<file path="config.mk">
export PLATFORM = sky130hd
export DESIGN_NAME = cpu_status_unit
export DESIGN_NICKNAME = d
export VERILOG_FILES = /design/src/rtl/cpu_status_unit_pkg.sv /design/src/rtl/cpu_ctx_stack.sv /design/src/rtl/cpu_status_unit.sv
export SDC_FILE = /design/constraint.sdc
export NUM_CORES = 1
export LEC_CHECK = 0
export BUFFER_PORTS_ARGS = -buffer_cell sky130_fd_sc_hd__buf_2
export CORE_MARGIN = 5
export CORE_UTILIZATION = 49
export CTS_CLUSTER_DIAMETER = 150
export DETAILED_ROUTE_END_ITERATION = 6
export GPL_TIMING_DRIVEN = 0
export PLACE_DENSITY = 0.75
export SYNTH_ARGS = -nofsm -noshare
export SYNTH_HDL_FRONTEND = slang
export SYNTH_HIERARCHICAL = 1
export SYNTH_SLANG_ARGS = --single-unit
</file>
<file path="constraint.sdc">
create_clock -name clk -period 1.7 [get_ports clk]
set_input_delay 0.085 -clock clk [delete_from_list [all_inputs] [get_ports clk]]
set_output_delay 0.085 -clock clk [all_outputs]
set_load 0.02 [all_outputs]
</file>
<file path="src/rtl/cpu_status_unit_pkg.sv">
// Shared CPU definitions: status/flag bit positions, reset values and the
// saved-context type pushed on interrupt entry.
package cpu_status_unit_pkg;

    localparam int CPU_STATUS_W = 8;
    localparam int CPU_FLAGS_W  = 4;

    localparam int ST_DMA_ACK         = 0;
    localparam int ST_IRQ_EN          = 1;
    localparam int ST_MODE            = 2;
    localparam int ST_PAGING_EN       = 3;
    localparam int ST_HALT            = 4;
    localparam int ST_DISPLAYREG_LOAD = 5;
    localparam int ST_DIR             = 7;

    localparam int FL_ZF = 0;
    localparam int FL_CF = 1;
    localparam int FL_SF = 2;
    localparam int FL_OF = 3;

    localparam logic [CPU_STATUS_W-1:0] CPU_STATUS_RST = '0;
    localparam logic [CPU_FLAGS_W-1:0]  CPU_FLAGS_RST  = '0;

    // Handlers start in supervisor mode, interrupts off, paging off, running.
    localparam logic [CPU_STATUS_W-1:0] ENTER_CLR_MASK =
        CPU_STATUS_W'((1 << ST_IRQ_EN) | (1 << ST_MODE) |
                      (1 << ST_PAGING_EN) | (1 << ST_HALT));

    typedef struct packed {
        logic [CPU_STATUS_W-1:0] status;
        logic [CPU_FLAGS_W-1:0]  flags;
    } cpu_ctx_t;

endpackage

</file>
<file path="src/rtl/cpu_ctx_stack.sv">
// Generic LIFO of saved CPU contexts; push wins over pop, and both are
// ignored when they would overflow or underflow.
module cpu_ctx_stack
    import cpu_status_unit_pkg::*;
#(
    parameter int DEPTH   = 4,
    parameter int LEVEL_W = $clog2(DEPTH + 1)
) (
    input  logic               clk,
    input  logic               arst_n,
    input  logic               push,
    input  logic               pop,
    input  cpu_ctx_t           push_data,
    output cpu_ctx_t           top_data,
    output logic [LEVEL_W-1:0] level,
    output logic               full,
    output logic               empty
);

    localparam int AW = (DEPTH > 1) ? $clog2(DEPTH) : 1;

    cpu_ctx_t       mem [0:DEPTH-1];
    logic [AW-1:0]  wr_ptr;
    logic [AW-1:0]  rd_ptr;
    logic           do_push;
    logic           do_pop;

    assign full    = (level == LEVEL_W'(DEPTH));
    assign empty   = (level == '0);
    assign do_push = push && !full;
    assign do_pop  = pop && !push && !empty;
    assign wr_ptr  = AW'(level);
    assign rd_ptr  = AW'(level - LEVEL_W'(1));
    assign top_data = mem[rd_ptr];

    always_ff @(posedge clk or negedge arst_n) begin
        if (!arst_n) begin
            level <= '0;
        end else if (do_push) begin
            level <= level + LEVEL_W'(1);
        end else if (do_pop) begin
            level <= level - LEVEL_W'(1);
        end
    end

    // Entry storage needs no reset; level alone decides what is valid.
    always_ff @(posedge clk) begin
        if (do_push) begin
            mem[wr_ptr] <= push_data;
        end
    end

endmodule

</file>
<file path="src/rtl/cpu_status_unit.sv">
// CPU status byte and ALU flags with masked writes and interrupt context save.
// Define CPU_STATUS_STACK_EN for a STACK_DEPTH-deep LIFO; otherwise one shadow register.
module cpu_status_unit
    import cpu_status_unit_pkg::*;
#(
    parameter int STATUS_W    = CPU_STATUS_W,
    parameter int FLAGS_W     = CPU_FLAGS_W,
    parameter int STACK_DEPTH = 4
) (
    input  logic                               clk,
    input  logic                               arst_n,
    input  logic                               status_wr_en,
    input  logic [STATUS_W-1:0]                status_wr_mask,
    input  logic [STATUS_W-1:0]                status_wr_data,
    input  logic                               flags_wr_en,
    input  logic [FLAGS_W-1:0]                 flags_wr_mask,
    input  logic [FLAGS_W-1:0]                 flags_wr_data,
    input  logic                               irq_enter,
    input  logic                               irq_return,
    input  logic                               err_clr,
    output logic [STATUS_W-1:0]                status,
    output logic [FLAGS_W-1:0]                 flags,
    output logic [$clog2(STACK_DEPTH+1)-1:0]   stack_level,
    output logic                               stack_full,
    output logic                               stack_empty,
    output logic                               err_ovf,
    output logic                               err_unf
);

    localparam int LEVEL_W = $clog2(STACK_DEPTH + 1);

    cpu_ctx_t push_ctx;
    cpu_ctx_t top_ctx;

    assign push_ctx = '{status: status, flags: flags};

`ifdef CPU_STATUS_STACK_EN
    cpu_ctx_stack #(
        .DEPTH   (STACK_DEPTH),
        .LEVEL_W (LEVEL_W)
    ) u_stack (
        .clk       (clk),
        .arst_n    (arst_n),
        .push      (irq_enter),
        .pop       (irq_return),
        .push_data (push_ctx),
        .top_data  (top_ctx),
        .level     (stack_level),
        .full      (stack_full),
        .empty     (stack_empty)
    );
`else
    cpu_ctx_t shadow_ctx;
    logic     shadow_valid;

    // Single-entry save: a nested enter must not overwrite the first context.
    always_ff @(posedge clk or negedge arst_n) begin
        if (!arst_n) begin
            shadow_valid <= 1'b0;
            shadow_ctx   <= '{status: CPU_STATUS_RST, flags: CPU_FLAGS_RST};
        end else if (irq_enter) begin
            if (!shadow_valid) begin
                shadow_valid <= 1'b1;
                shadow_ctx   <= push_ctx;
            end
        end else if (irq_return) begin
            shadow_valid <= 1'b0;
        end
    end

    assign top_ctx     = shadow_ctx;
    assign stack_full  = shadow_valid;
    assign stack_empty = !shadow_valid;
    assign stack_level = LEVEL_W'(shadow_valid);
`endif

    // Clearing comes first so an error raised in the same cycle overrides it.
    always_ff @(posedge clk or negedge arst_n) begin
        if (!arst_n) begin
            status  <= CPU_STATUS_RST;
            flags   <= CPU_FLAGS_RST;
            err_ovf <= 1'b0;
            err_unf <= 1'b0;
        end else begin
            if (err_clr) begin
                err_ovf <= 1'b0;
                err_unf <= 1'b0;
            end
            if (irq_enter) begin
                status <= status & ~ENTER_CLR_MASK;
                if (stack_full) begin
                    err_ovf <= 1'b1;
                end
            end else if (irq_return) begin
                if (stack_empty) begin
                    err_unf <= 1'b1;
                end else begin
                    status <= top_ctx.status;
                    flags  <= top_ctx.flags;
                end
            end else begin
                if (status_wr_en) begin
                    status <= (status & ~status_wr_mask) | (status_wr_data & status_wr_mask);
                end
                if (flags_wr_en) begin
                    flags <= (flags & ~flags_wr_mask) | (flags_wr_data & flags_wr_mask);
                end
            end
        end
    end

endmodule

</file>
# ---- Word level (Yosys, flattened, before mapping)
# Index checks and enable logic that the tools add are counted.
# W data, S select, Z words.
dict set report totals {
  elab_cells 45
  register_bits 27
}
dict set report classes {
  eq_ne 2
  n_mux 16
  n_reduce_logical 9
  bitwise_logic 10
}
# cell count
set op_table {}
lappend op_table {{$mux W8} 3}
lappend op_table {{$and A8 B8 Y8} 2}
lappend op_table {{$mux W4} 3}
lappend op_table {{$mux W1} 9}
lappend op_table {{$and A4 B4 Y4} 2}
lappend op_table {{$not A8 Y8} 1}
lappend op_table {{$or A8 B8 Y8} 1}
lappend op_table {{$reduce_and A3 Y1} 2}
lappend op_table {{$reduce_bool A2 Y1} 3}
lappend op_table {{$mux W5} 1}
lappend op_table {{$not A4 Y4} 1}
lappend op_table {{$or A4 B4 Y4} 1}
lappend op_table {{$reduce_and A2 Y1} 2}
lappend op_table {{$ne A3 B2 Y1 const B} 1}
lappend op_table {{$reduce_bool A3 Y1} 1}
lappend op_table {{$ne A2 B1 Y1 const B} 1}
lappend op_table {{$not A1 Y1} 2}
lappend op_table {{$logic_not A1 Y1} 1}

# ---- Depth between registers and ports, before layout
# Gate-level depths: netlist (run 1).
dict set report depth {
  word_depth 6
  mapped_depth 5
  mapped_depth_nobuf 3
}

# ---- Least setup slack after synthesis (run 1)
# No wires, ideal clock.
dict set report synth_path {
  path_kind {flip-flop to flip-flop}
  startpoint {register shadow_valid (netlist: stack_full)}
  endpoint {register shadow_ctx[0] in the netlist's numbering}
  t_required_ps 1572
  stages_incl_launch_ff 5
  path_buffers 2
  slack_ps 347
  arrival_time_ps 1225
  cell_sequence {dfrtp_1 -> buf_4 -> nor2b_4 -> buf_6 -> mux2_1}
}
dict set report synth_via {
  elab_chain_len 2
}
# element line_no
set synth_rtl {}
lappend synth_rtl {{start: declaration} cpu_status_unit.sv:54} ;# logic shadow_valid;
lappend synth_rtl {{start signal: assignment} cpu_status_unit.sv:59} ;# shadow_valid <= 1'b0;
lappend synth_rtl {{start signal: assignment} cpu_status_unit.sv:63} ;# shadow_valid <= 1'b1;
lappend synth_rtl {{start signal: assignment} cpu_status_unit.sv:67} ;# shadow_valid <= 1'b0;
lappend synth_rtl {{$not A1 Y1 (no line)} --}
lappend synth_rtl {{$reduce_and A2 Y1 (no line)} --}
lappend synth_rtl {{end signal: assignment} cpu_status_unit.sv:60} ;# shadow_ctx <= '{status: CPU_STATUS_RST, flags: CPU_FLAGS_RST};
lappend synth_rtl {{end signal: assignment} cpu_status_unit.sv:64} ;# shadow_ctx <= push_ctx;
lappend synth_rtl {{end: declaration} cpu_status_unit.sv:53} ;# cpu_ctx_t shadow_ctx;
# No other way between the ends.
# A chain may end at the register's enable or synchronous reset.

==> results_dict.tcl, run 1 <==
set metrics [dict create \
    status "completed" \
    die_y_um 63.7 \
    timing.max_slew.rel_slack_pct 54.1 \
    final_net_count 208 \
    ff2ff_path_depth 4 \
    fin_cells 207 \
    die_w_um 63.7 \
    wl_per_cell_um 14.5 \
    initial_antenna_violation_count 0 \
    grt-ovfl-total 0 \
    coreArea_um2 2760 \
    syn_inst 125 \
    final_layout_size_suffix_gt1_share_pct 40.9 \
    report.final.slew_viol_count 0 \
    type_of_the_most_critical_hold_path "in2reg" \
    number_of_sinks_driven_by_the_clock_tree 27 \
    startpoint_of_the_lowest_slack_hold_path "flags_wr_mask[0]" \
    cts_tree "done" \
    drt_drc_violations_left 0 \
    grtUsageTotal_pct 15.3 \
    clock-skew-final_ns 0.0167 \
    dpl_hpwl_mm 2.32 \
    whs_path_depth 3 \
    worstMarginPinSlew_ns 0.685 \
    initial_drc_count 43 \
    final_worst_hold_slack_ns 0.00851 \
    cts_max_level 1 \
    route.final.wire_length_mm 3.00 \
    reg2reg_from "stack_full$_DFFE_PN0P_" \
    clock_insertion_delay_worst_skew_ns 0.33 \
    design_power_total_w 0.00169 \
    layout_worst_path_cycle_share_pct 82.1 \
    detail-route-antenna-nets 0 \
    final_count_of_negative_setup_slack_endpoints 0 \
    numCtsBuffers 3 \
    crit_path_max_fanout 8 \
    number_of_gates_given_a_new_drive_strength_after_cts 0 \
    dieArea_um2 4060 \
    grt_pass1_wl_mm 5.17 \
    pin_count_of_the_biggest_net_entering_global_routing 28 \
    cp_startpoint_kind "flip-flop" \
    vias_per_cell 5.36 \
    rsz0062_at_grt "false" \
    synth_seq_cells 27 \
    path_class "reg2reg" \
    max_frequency_mhz 716 \
    cts_root_buf "sky130_fd_sc_hd__clkbuf_4" \
    ys_types 25 \
    vias_after_detailed_routing 1110 \
    area_share_of_the_largest_cell_type_after_synthesis_pct 47.8 \
    seq_area_frac_synth_pct 47.8 \
    vdd.ir_drop.worst_mv 0.753 \
    synth-warning-count 6 \
    pre_cts_ws_ns 0.341 \
    max_buffers_root_to_sink 2 \
    synthDominantAreaCellType "sky130_fd_sc_hd__dfrtp_1" \
    smallest_setup_slack_after_layout_ns 0.304 \
    synth.cell_area_um2 1410 \
    synthesis.area_per_instance_um2 11.3 \
    port_buffers 44 \
    antenna_cells_inserted 0 \
    synth.area.top_cells "sky130_fd_sc_hd__dfrtp_1 48%, sky130_fd_sc_hd__mux2_1 8.0%, sky130_fd_sc_hd__o211ai_2 7.1%" \
    number_of_max_capacitance_violations_reported 0 \
    critical_path_required_ns 1.91 \
    layout-area-overhead-vs-synth_pct 21.9 \
    row_count 19 \
    pin_count 50 \
    timing.setup.tns_ns 0 \
    initial_utilization_pct 51.3 \
    fin_crit_ns 1.40 \
    hold_viol_final 0 \
    power.density_cell_area_nw_per_um2 983 \
    vias_in_the_first_global_route 1157 \
    regToRegSetupSlack_ns 0.30 \
    gp_congestion 0.783 \
    static-leakage-power_nw 0.880 \
    drt_first_pass_iters 5 \
    placedCellCount 201 \
    timing.critical_path.to_type "flip-flop" \
    cts.reportedPaths.clkPinSlew_ns 0.15 \
    cp.arrival_ns 1.60 \
]
-- cell families after synthesis --
logic type / share of synthesized area (%)
mux: 11.2
other cells: 0.265
compound gates: 15.3
flops: 47.8
simple gates: 18.7
buf+inv: 6.81
-- layout make-up --
class | count | area, µm²
Buffer | 11 | 81.3
Clock buffer | 4 | 26.3
Fill cell | 242 | 1030
Inverter | 4 | 15.0
Multi-Input combinational cell | 84 | 646
Sequential cell | 27 | 676
Tap cell | 31 | 38.8
Timing Repair Buffer | 46 | 240
-- cells in the final DEF, fill, tap and decap left out, types with 2 or more instances in the layout --
cell                             n
sky130_fd_sc_hd__nand2_1        17
sky130_fd_sc_hd__clkbuf_4        3
sky130_fd_sc_hd__nor2_1          5
sky130_fd_sc_hd__nor2b_1         4
sky130_fd_sc_hd__nand3b_1        5
sky130_fd_sc_hd__o41ai_2         4
sky130_fd_sc_hd__dfrtp_1        27
sky130_fd_sc_hd__dlygate4sd3_1   2
sky130_fd_sc_hd__buf_6           3
sky130_fd_sc_hd__buf_1           2
sky130_fd_sc_hd__o211ai_2        8
sky130_fd_sc_hd__buf_2          46
sky130_fd_sc_hd__mux2_1         10
sky130_fd_sc_hd__conb_1          2
sky130_fd_sc_hd__inv_1           4
sky130_fd_sc_hd__nand3_1         8
sky130_fd_sc_hd__mux2_2          2
sky130_fd_sc_hd__buf_4           4
sky130_fd_sc_hd__a211oi_1        4
sky130_fd_sc_hd__nand4_1         8
-- synth_stat cells, drive strengths merged --
| master | number |
|---|---|
| buf | 11 |
| nand3b | 5 |
| a21o | 1 |
| o32ai | 1 |
| nor2b | 5 |
| o211ai | 8 |
| a211oi | 4 |
| nand2 | 17 |
| nor2 | 5 |
| nand4 | 8 |
| and3b | 1 |
| inv | 4 |
| or2 | 1 |
| dfrtp | 27 |
| mux2 | 12 |
| conb | 1 |
| o21ai | 1 |
| o41ai | 4 |
| nand3 | 8 |
| mux2i | 1 |
-- where the power goes --
group / total [W] / internal, W / switching (W)
Combinational: 0.000515 / 0.000234 / 0.000281
Clock: 0.000273 / 0.0000919 / 0.000181
Sequential: 0.000907 / 0.000804 / 0.000103
Total: 0.00169 / 0.00113 / 0.000565
-- worst max-delay path by stage --
stage | depth (start not counted) | slack [ns] | startpoint | end
finish | 4 | 0.30 | stack_full$_DFFE_PN0P_ | flip-flop
floorplan | 4 | 0.35 | stack_full$_DFFE_PN0P_ | shadow_ctx[0]$_DFFE_PN0P_
global route | 4 | 0.20 | stack_full$_DFFE_PN0P_ | flip-flop
CTS | 4 | 0.30 | stack_full$_DFFE_PN0P_ | flip-flop
global placement | 4 | 0.38 | stack_full$_DFFE_PN0P_ | shadow_ctx[4]$_DFFE_PN0P_
detailed placement | 4 | 0.34 | stack_full$_DFFE_PN0P_ | flip-flop
-- layer usage --
| metal | routed length [µm] | vias up | track usage, % | part of all wire [%] |
|---|---|---|---|---|
| met2 | 1480 | 26 | 25.8 | 49 |
| met3 | 189 | 0 | 4.62 | 6.3 |
| li1 | - | 557 | - | - |
| met5 | 0 | - | 0 | 0 |
| met4 | 0 | 0 | 2.60 | 0 |
| met1 | 1320 | 527 | 19.7 | 44 |
-- critical path: stages (launching register included) --
cell and delay, ns:
sky130_fd_sc_hd__dfrtp_1 0.39, sky130_fd_sc_hd__buf_4 0.18, sky130_fd_sc_hd__nand3b_1 0.43, sky130_fd_sc_hd__o211ai_2 0.18
sky130_fd_sc_hd__nand3_1 0.10
-- stage by stage --
step                util, %  cell area (µm²)
detailed placement     60.8             1680
global placement       60.8             1680
CTS                    62.5             1720
finish                 62.5             1720
global route           62.5             1720
floorplan                 -             1420
-- what timing repair did --
item | in CTS | in global routing
hold buffers | 2 | 0
buffers inserted | 0 | 0
setup endpoints to repair | 0 | 0
endpoints found under the hold margin | 29 | 0
No activity file was read; power rests on OpenSTA's default activity.
==> run 2, diff against run 1 <==
==> constraint.sdc (replaced) <==
create_clock -name clk -period 1.4 [get_ports clk]
set_input_delay 0.07 -clock clk [delete_from_list [all_inputs] [get_ports clk]]
set_output_delay 0.07 -clock clk [all_outputs]
set_load 0.02 [all_outputs]
==> results_dict.tcl, run 2 (synthesis gave the netlist of run 1 again) <==
set metrics [dict create \
    fin_crit_ns 1.35 \
    mostFrequentLayoutCell "sky130_fd_sc_hd__buf_2" \
    seq_power_share_pct 52.8 \
    die_y_um 63.7 \
    dpl_hpwl_mm 2.32 \
    number_of_max_capacitance_violations_reported 0 \
    timing.max_slew.rel_slack_pct 58.5 \
    type_of_the_most_critical_hold_path "in2reg" \
    detail-route-antenna-nets 0 \
    cell_internal_pwr_w 0.00139 \
    timing.setup.tns_ns 0 \
    post-route-cell-area_um2 1830 \
    cp_num_cells 4 \
    cts_root_buf "sky130_fd_sc_hd__clkbuf_4" \
    layout-area-overhead-vs-synth_pct 29.1 \
    pin_count_of_the_biggest_net_entering_global_routing 28 \
    die_w_um 63.7 \
    gp_congestion 0.783 \
    final_worst_hold_slack_ns 0.0101 \
    clock_insertion_delay_worst_skew_ns 0.33 \
    vias_after_detailed_routing 1164 \
    grt_pass1_wl_mm 5.54 \
    grtUsageTotal_pct 16.6 \
    drt_drc_violations_left 0 \
    cp_startpoint_kind "flip-flop" \
    status "completed" \
    placedInstanceArea_um2 1680 \
    cp_top_family "flip-flops" \
    cp.arrival_ns 1.56 \
    worstMarginPinSlew_ns 0.621 \
    pin_count 50 \
    clock-skew-final_ns 0.0180 \
    number_of_sinks_driven_by_the_clock_tree 27 \
    final_count_of_negative_setup_slack_endpoints 0 \
    timing.critical_path.buf_inv 2 \
    rsz0062_at_grt "false" \
    final_net_count 218 \
    cts_max_level 1 \
    initial_utilization_pct 51.3 \
    power.density_cell_area_nw_per_um2 1140 \
    power.switching_w 0.000694 \
    path_class "reg2reg" \
    crit_slowest_cell "sky130_fd_sc_hd__dfrtp_1" \
    static-leakage-power_nw 0.927 \
    timing.critical_path.to_type "flip-flop" \
    cp_cell_sequence "buf_4 > nor2b_4 > buf_8 > mux2_1" \
    numCtsBuffers 3 \
    initial_antenna_violation_count 0 \
    drt_first_pass_iters 4 \
    route.final.wire_length_mm 3.28 \
    ff2ff_path_depth 4 \
    wl_per_cell_um 15.1 \
    worst_path_largest_cell_delay_ns 0.40 \
    vias_per_cell 5.36 \
    power.clock.fraction_pct 15.9 \
    vdd.ir_drop.worst_mv 0.944 \
    row_count 19 \
    antenna_cells_inserted 0 \
    dieArea_um2 4060 \
    coreArea_um2 2760 \
    critical_path_required_ns 1.61 \
    final_cell_mix "46 x sky130_fd_sc_hd__buf_2, 27 x sky130_fd_sc_hd__dfrtp_1, 17 x sky130_fd_sc_hd__nand2_1, 10 x sky130_fd_sc_hd__mux2_1, 10 x sky130_fd_sc_hd__dlygate4sd3_1" \
    combPwrFrac_pct 31.4 \
    crit_path_end "shadow_ctx[11]$_DFFE_PN0P_" \
    cts.reportedPaths.clkPinSlew_ns 0.15 \
    crit_path_start "stack_full$_DFFE_PN0P_" \
    crit_path_max_fanout 10 \
    crit-reg2reg-capture "shadow_ctx[11]$_DFFE_PN0P_" \
    reg2reg_from "stack_full$_DFFE_PN0P_" \
    max_frequency_mhz 740 \
    power.share.switching_pct 33.2 \
    vias_in_the_first_global_route 1220 \
    max_buffers_root_to_sink 2 \
    report.final.slew_viol_count 0 \
    port_buffers 44 \
    final_layout_size_suffix_gt1_share_pct 40.3 \
    regToRegSetupSlack_ns 0.05 \
    grt-ovfl-total 0 \
    layout_worst_path_cycle_share_pct 96.5 \
    initial_drc_count 57 \
    cts_tree "done" \
    hold_viol_final 0 \
]
run 2: how the worst min path moves through the flow:
stage	start	to	slack, ns	depth (start not counted)
floorplan	arst_n	asynchronous set/reset pin	-0.23	0
global placement	arst_n	status[4]$_DFFE_PN0P_	0.11	1
detailed placement	arst_n	status[4]$_DFFE_PN0P_	0.11	1
CTS	status_wr_data[0]	flip-flop	0.005	3
global route	status_wr_mask[6]	flip-flop	0.001	3
finish	status_wr_data[0]	flip-flop	0.01	3
run 2: metrics by stage:
step / util (%) / worst slack (ns) / total power, W / cells
final: 66.2 / 0.0494 / 0.00209 / 217
after global routing: 66.2 / 0.0147 / 0.00223 / 217
after CTS: 65.4 / 0.00466 / 0.00209 / 215
after detailed placement: 60.8 / 0.0410 / 0.00175 / 201
after global placement: 60.8 / 0.0772 / 0.00172 / 201
after floorplan: - / 0.0469 / 0.00152 / 126
run 2: layout make-up:
cell class,count,area (µm²)
fillers,237,932
flip-flops and latches,27,676
multi-input cells,84,646
repair buffers,57,343
plain buffers,10,81.3
well taps,31,38.8
clock buffers,4,26.3
inverters,4,15.0
run 2: power by group through the flow:
stage / sequential, W / combinational [W] / clock (W)
2_1_floorplan: 0.00121 / 0.000308 / 0
3_3_place_gp: 0.00111 / 0.000613 / 0
3_5_place_dp: 0.00112 / 0.000630 / 0
4_1_cts: 0.00110 / 0.000652 / 0.000341
5_1_grt: 0.00114 / 0.000721 / 0.000367
6_report: 0.00110 / 0.000655 / 0.000331
run 2: worst register-to-register path, delay by kind of cell, from the launching register on:
| family | cells | cell delay (ns) |
|---|---|---|
| AND/OR/NAND/NOR | 1 | 0.17 |
| flip-flops | 1 | 0.40 |
| buffers and inverters | 2 | 0.33 |
| multiplexers | 1 | 0.33 |
run 2: per-layer routing:
layer | up-vias | GRT usage (%) | wire length, µm
met5 | - | 0 | 0
met4 | 0 | 3.64 | 38
met3 | 4 | 4.62 | 209
met2 | 36 | 28.7 | 1680
met1 | 555 | 20.6 | 1350
li1 | 569 | - | -
run 2: repair_timing:
| item | in CTS | in global routing |
|---|---|---|
| hold endpoints to repair | 34 | 0 |
| setup endpoints to repair | 0 | 18 |
| buffers inserted | 0 | 3 |
| hold buffers | 10 | 0 |
| resized for setup | 0 | 1 |
